===== config.mk =====
export PLATFORM = sky130hd
export DESIGN_NAME = water_level_matrix_scanner
export DESIGN_NICKNAME = d
export VERILOG_FILES = /design/src/rtl/water_level_matrix_scanner.sv
export SDC_FILE = /design/constraint.sdc
export NUM_CORES = 1
export LEC_CHECK = 0
export CORE_ASPECT_RATIO = 0.7
export CORE_MARGIN = 2
export CORE_UTILIZATION = 52
export DETAILED_ROUTE_END_ITERATION = 12
export MAX_ROUTING_LAYER = met4
export PLACE_DENSITY = 0.77
export SLEW_MARGIN = 20
export SYNTH_ARGS = -nofsm -noshare
export SYNTH_HDL_FRONTEND = slang
export SYNTH_SLANG_ARGS = --single-unit

===== constraint.sdc =====
create_clock -name clk -period 2.5 [get_ports clk]
set_input_delay 0.25 -clock clk [delete_from_list [all_inputs] [get_ports clk]]
set_output_delay 0.25 -clock clk [all_outputs]
set_load 0.05 [all_outputs]

===== src/rtl/water_level_matrix_scanner.sv =====
`default_nettype none
// ============================================================================
//  Module   : water_level_matrix_scanner
//  Purpose  : Time-multiplexed LED-matrix driver rendering an N-level tank
//             bar graph. Level updates are latched only at frame boundaries
//             so no frame is ever torn. Optional critical-level blinking is
//             enabled by defining the macro WATER_LEVEL_BLINK_EN.
//  Revision : 1.0 - initial release
// ============================================================================
module water_level_matrix_scanner #(
  parameter int ROWS      = 7,
  parameter int COLS      = 5,
  parameter int LEVEL_W   = 3,
  parameter int SCAN_DIV  = 1000,
  parameter int BLINK_DIV = 50
) (
  input  logic               clk,
  input  logic               reset,
  input  logic [LEVEL_W-1:0] level,
  input  logic               level_valid,
  output logic [COLS-1:0]    col_sel,
  output logic [ROWS-1:0]    row_data,
  output logic               frame_start
);

  localparam int DIV_W = (SCAN_DIV > 1) ? $clog2(SCAN_DIV) : 1;
  localparam int COL_W = $clog2(COLS);
  localparam int SH_W  = (ROWS > 1) ? $clog2(ROWS) : 1;

  localparam logic [DIV_W-1:0] DIV_LAST = DIV_W'(SCAN_DIV - 1);
  localparam logic [COL_W-1:0] COL_LAST = COL_W'(COLS - 1);
  localparam logic [SH_W-1:0]  LVL_MAX  = SH_W'(ROWS - 1);

  logic [DIV_W-1:0] div_cnt;
  logic [COL_W-1:0] col_cnt;
  logic [SH_W-1:0]  pending;
  logic [SH_W-1:0]  shown;

  logic             col_end;
  logic             wrap;
  logic [SH_W-1:0]  level_clamped;
  logic [COL_W-1:0] next_col;
  logic [SH_W-1:0]  next_shown;
  logic             next_blank;

  // Tank image: walls fully lit, inner columns lit from the floor up to lvl.
  function automatic logic [ROWS-1:0] image(input logic [COL_W-1:0] col,
                                            input logic [SH_W-1:0]  lvl);
    logic [ROWS-1:0] img;
    for (int r = 0; r < ROWS; r++) begin
      img[r] = (col == '0) || (col == COL_LAST) || (r <= int'(lvl));
    end
    return img;
  endfunction

  assign col_end = (div_cnt == DIV_LAST);
  assign wrap    = col_end && (col_cnt == COL_LAST);

  // Saturate out-of-range requests to the top row.
  always_comb begin
    if (32'(level) > 32'(ROWS - 1)) level_clamped = LVL_MAX;
    else                            level_clamped = SH_W'(level);
  end

  // Next column and next displayed level; the outputs are built from these
  // so column select and row data always change on the same edge.
  always_comb begin
    next_col = col_cnt;
    if (col_end) next_col = (col_cnt == COL_LAST) ? '0 : col_cnt + 1'b1;
    next_shown = shown;
    if (wrap) next_shown = level_valid ? level_clamped : pending;
  end

`ifdef WATER_LEVEL_BLINK_EN
  localparam int BLK_W = (BLINK_DIV > 1) ? $clog2(BLINK_DIV) : 1;
  localparam logic [BLK_W-1:0] BLK_LAST = BLK_W'(BLINK_DIV - 1);

  logic [BLK_W-1:0] blink_cnt;
  logic [BLK_W-1:0] next_blink_cnt;
  logic             blink_on;
  logic             next_blink_on;

  // Blink phase advances on frame wraps only while the displayed level is 0.
  always_comb begin
    next_blink_cnt = blink_cnt;
    next_blink_on  = blink_on;
    if (next_shown != '0) begin
      next_blink_cnt = '0;
      next_blink_on  = 1'b1;
    end else if (wrap) begin
      if (blink_cnt == BLK_LAST) begin
        next_blink_cnt = '0;
        next_blink_on  = ~blink_on;
      end else begin
        next_blink_cnt = blink_cnt + 1'b1;
      end
    end
  end

  // Blink state registers.
  always_ff @(posedge clk) begin
    if (reset) begin
      blink_cnt <= '0;
      blink_on  <= 1'b1;
    end else begin
      blink_cnt <= next_blink_cnt;
      blink_on  <= next_blink_on;
    end
  end

  assign next_blank = ~next_blink_on;
`else
  assign next_blank = 1'b0;
`endif

  // Scan counters, level registers and registered matrix outputs.
  always_ff @(posedge clk) begin
    if (reset) begin
      div_cnt     <= '0;
      col_cnt     <= '0;
      pending     <= '0;
      shown       <= '0;
      col_sel     <= ~COLS'(1);
      row_data    <= '1;
      frame_start <= 1'b0;
    end else begin
      div_cnt     <= col_end ? '0 : div_cnt + 1'b1;
      col_cnt     <= next_col;
      if (level_valid) pending <= level_clamped;
      shown       <= next_shown;
      col_sel     <= ~(COLS'(1) << next_col);
      row_data    <= next_blank ? '0 : image(next_col, next_shown);
      frame_start <= wrap;
    end
  end

endmodule
`default_nettype wire


# Word level (Yosys, flattened, before mapping)

Cells that the tools add are included.

Shift-type cells: 1
Reduce and logical (&&, ||, !) cells: 10
$add $sub $neg: 2
Order comparisons: 7
Bitwise gates (word level): 1
Mux-type cells: 5
Equality and inequality tests: 3

Operators by type and width:

| cell                                                                  | number |
|---|---|
| 3-bit 2-to-1 mux                                                      | 5 |
| 10-bit by 1-bit adder with 10-bit output (second input constant)      | 1 |
| 10-bit equality test (second input constant)                          | 1 |
| 3-bit <= comparator (first input constant)                            | 3 |
| 1-bit logical OR                                                      | 7 |
| 3-bit equality test (second input constant)                           | 2 |
| 2-bit by 3-bit <= comparator with 1-bit output (first input constant) | 2 |
| 5-bit inverter                                                        | 1 |
| 1-bit by 3-bit << shifter with 5-bit output (first input constant)    | 1 |
| 3-bit by 1-bit adder with 3-bit output (second input constant)        | 1 |
| 3-bit > comparator (second input constant)                            | 1 |
| 1-bit by 3-bit <= comparator with 1-bit output (first input constant) | 1 |
| 3-bit logical NOT                                                     | 1 |
| 2-bit OR reduction                                                    | 1 |
| 1-bit logical AND                                                     | 1 |

Register bits after elaboration: 32
Logic and storage cells: 37
Output and inout bits: 13
Bits of input ports: 6

# Logic depth before layout (Yosys ltp)

Depth after elaboration: 6
Depth in mapped cells: 7

# Worst setup path before layout

Ideal clock, no wire load.

Path type: reg-to-reg
Start: register div_cnt[0]
End: register row_data[5]
Slack: 689 ps
Arrival: 1659 ps
Library setup time: 152 ps
Period minus slack after synthesis: 1811 ps
Data required time: 2348 ps
Cell stages (with the launch flop): 7
Cells stage by stage: dfxtp_1 -> ha_1 -> and3b_2 -> and4_1 -> buf_2 -> mux2i_1 -> o21ai_0

Cells in the longest elaborated chain, start to end: 5

RTL lines:

| element                                                 | line   | source |
|---|---|---|
| start: declaration                                      | 34     | `logic [DIV_W-1:0] div_cnt;` |
| start signal: assignment                                | 127    | `div_cnt <= col_end ? '0 : div_cnt + 1'b1;` |
| 10-bit equality test (*)                                | 56     | `assign col_end = (div_cnt == DIV_LAST);` |
| 1-bit logical AND or 3-bit 2-to-1 mux (tied branches)   | 57, 69 |  |
| 3-bit 2-to-1 mux, or another cell as far along          | 71     | `if (wrap) next_shown = level_valid ? level_clamped : pending;` |
| 3-bit <= comparator or 1-bit logical OR (tied branches) | 51     | `img[r] = (col == '0) \|\| (col == COL_LAST) \|\| (r <= int'(lvl));` |
| 1-bit logical OR (*)                                    | 51     |  |
| end signal: assignment                                  | 132    | `row_data <= next_blank ? '0 : image(next_col, next_shown);` |
| end: declaration                                        | 22     | `output logic [ROWS-1:0] row_data,` |

Mark *: on every way between the ends. The rest lies on a longest branch, timed or not.
A chain may end at the register's enable or synchronous reset.

# Worst setup path in the final report

Same ends and word-level chain as after synthesis.

==> results.yml <==
run:
  drv_cap: 0
routing:
  routed_wl_microns: 2300
  dr.pass1.iters: 4
  via_count: 952
  drt_iter0_markers: 41
  via_per_inst: 5.15
  route.detailed.drc: 0
  wl_per_cell_microns: 12.4
  ant_nets: 0
sta:
  slew_headroom: 0.643
  tightest_slew_ns: 0.535
  post-route-period-util: 0.809
  clock.fmax_ghz: 0.494
  rsz0062_at_grt: "no"
  hold_violations: 0
  fin_crit_ns: 2.02
  maxSlewViolCount: 0
  finalSetupViolCount: 0
  fin_worst_skew_ns: 0.00997
  tns_ns: 0
layout:
  fin_util: 0.641
  finish.instance_area_sq_um: 1540
  drive_gt1_frac: 0.139
  final_nets: 159
  syn_to_final_growth_pct: 19.7
  layout_commonest_cell: "dfxtp_1"
  final_cell_mix: "31 x dfxtp_1, 19 x nor2_1, 17 x clkdlybuf4s50_1"
  diodes: 0
setup_path:
  crit_buf_inv: 0
  cp_slowest_cell: "mux2i_1"
  cp_top_family: "simple AND/OR/NAND/NOR gates"
  cp_data_required_time_ns: 2.71
  crit_arrival_ns: 2.24
  setup.worst_path.class: "reg2reg"
  worstPathMaxFanout: 7
  end_kind: "register"
  cp-start-kind: "register"
  max_stage_delay_ns: 0.48
  crit_path_cell_trace: "ha_1 > and3b_2 > and4_1 > mux2i_1 > o21ai_0"
clock_tree:
  cts_made_buffers: 5
  cts_setup_buffers: 0
  cts-root-buf: "clkbuf_4"
  numClockSinks: 31
  postCtsHoldBufs: 0
  clk_latency_ns: 0.34
  clkTransAtPathRegs_ns: 0.09
  h-tree-depth: 2
  cts_tree: "done"
  clockBufferDepth: 2
  post_cts_resized: 0
yosys:
  synth.net_count: 138
  yosys_warnings: 0
  synth_cell_type_count: 37
  syn-instance-count: 129
  syn_area_sq_um: 1290
  ys_ff_latch: 31
  ys_seq_area_frac: 0.482
  avgSynthCellArea_sq_um: 9.97
global_route:
  grtUsageTotal: 0.199
  grt_start_max_net_pins: 17
  grt_overflow: 0
  grt_pass1_wl_microns: 3930
  antenna_found_initial: 0
  grt_pass1_vias: 816
placement:
  dpl_cell_area_sq_um: 1490
  globalplace.congestion: 0.762
  port_buffers: 17
  hpwl_microns: 1650
floorplanning:
  num_rows: 15
  pin_count: 19
  core_area_sq_um: 2400
  die_w_microns: 63.4
  die_h_microns: 45.6
  die-area_sq_um: 2890
  initial_core_util: 0.535
min_path:
  hp-class: "reg2reg"
power_and_ir_drop:
  p_per_area_nw_per_um2: 536
  leakage_nw: 0.595
  peakVddDrop_mv: 0.329
run_status:
  outcome: "completed"
## registers in the layout, indices dropped and copies added (netlist names)
register	cells
row_data	6
div_cnt	10
frame_start	1
col_cnt	3
col_sel	5
shown	3
pending	3
## layer usage
metal | vias to the layer above | share of wire | track usage
met1 | 438 | 0.49 | 0.260
met3 | 4 | 0.065 | 0.0916
li1 | 487 | - | -
met2 | 23 | 0.42 | 0.253
met4 | 0 | 0.019 | 0.104
met5 | - | 0 | -
## cells by family after synthesis
family	after synthesis	share of synthesized area
xor gates and xnor gates	8	0.0545
DFF	31	0.482
and+or+nand+nor	57	0.260
adders and majority gates	3	0.0292
other	1	0.00292
AOI/OAI and AO/OA	13	0.0788
buffers and inverters	8	0.0272
muxes	8	0.0652
## path summary, 6_finish.rpt
check / start / endpoint / slack, ns / cells after the start
worst max-delay path: div_cnt[0]$_SDFF_PP0_ / row_data[5]$_SDFF_PP1_ / 0.48 / 5
worst min-delay path: div_cnt[0]$_SDFF_PP0_ / div_cnt[0]$_SDFF_PP0_ / 0.50 / 1
worst max register to register: div_cnt[0]$_SDFF_PP0_ / row_data[5]$_SDFF_PP1_ / 0.48 / 5
worst min register to register: div_cnt[0]$_SDFF_PP0_ / div_cnt[0]$_SDFF_PP0_ / 0.50 / 1
## synthesized netlist by cell type (all sizes together)
master  instances  area share
a211oi          1      0.0058
a21boi          1      0.0058
a21oi           4       0.016
a311oi          1      0.0068
a31oi           1       0.017
and3            2      0.0097
and3b           1      0.0078
and4            3       0.021
buf             2      0.0097
clkbuf          2      0.0058
conb            1      0.0029
dfxtp          31        0.48
ha              3       0.029
inv             4       0.012
mux2            3       0.026
mux2i           5       0.039
nand2           4       0.012
nand2b          1       0.011
nand3           6       0.023
nand3b          4       0.033
nand4           5       0.024
nor2           19       0.055
nor2b           5       0.024
nor3            3       0.016
o21ai           2      0.0078
o21bai          1      0.0058
o31ai           1      0.0058
o41a            1      0.0088
or2             2      0.0097
or3             1      0.0058
or3b            1      0.0068
xnor2           3       0.020
xor2            5       0.034
## layout make-up
type                       count  area [sq um]
fill                         217           863
inverter                       4          15.0
sequential                    31           621
multi-input combinational     90           631
timing repair buffer          18           178
clock buffer                   5          37.5
clock inverter                 3          15.0
tap                           34          42.5
## power breakdown
group	switching, mW	internal [mW]
Clock	0.175	0.104
Combinational	0.0211	0.0189
Sequential	0.00555	0.500
## metrics by stage
stage          power (mW)  instances  worst slack, ns  hold slack [ns]
4_1_cts             0.836        185            0.452            0.508
5_1_grt             0.866        185            0.264            0.546
6_report            0.825        185            0.477            0.502
3_5_place_dp        0.557        177            0.494            0.453
3_3_place_gp        0.556        177            0.578            0.440
2_1_floorplan       0.543        129            0.689            0.322
(Power assumes the default switching activity.)
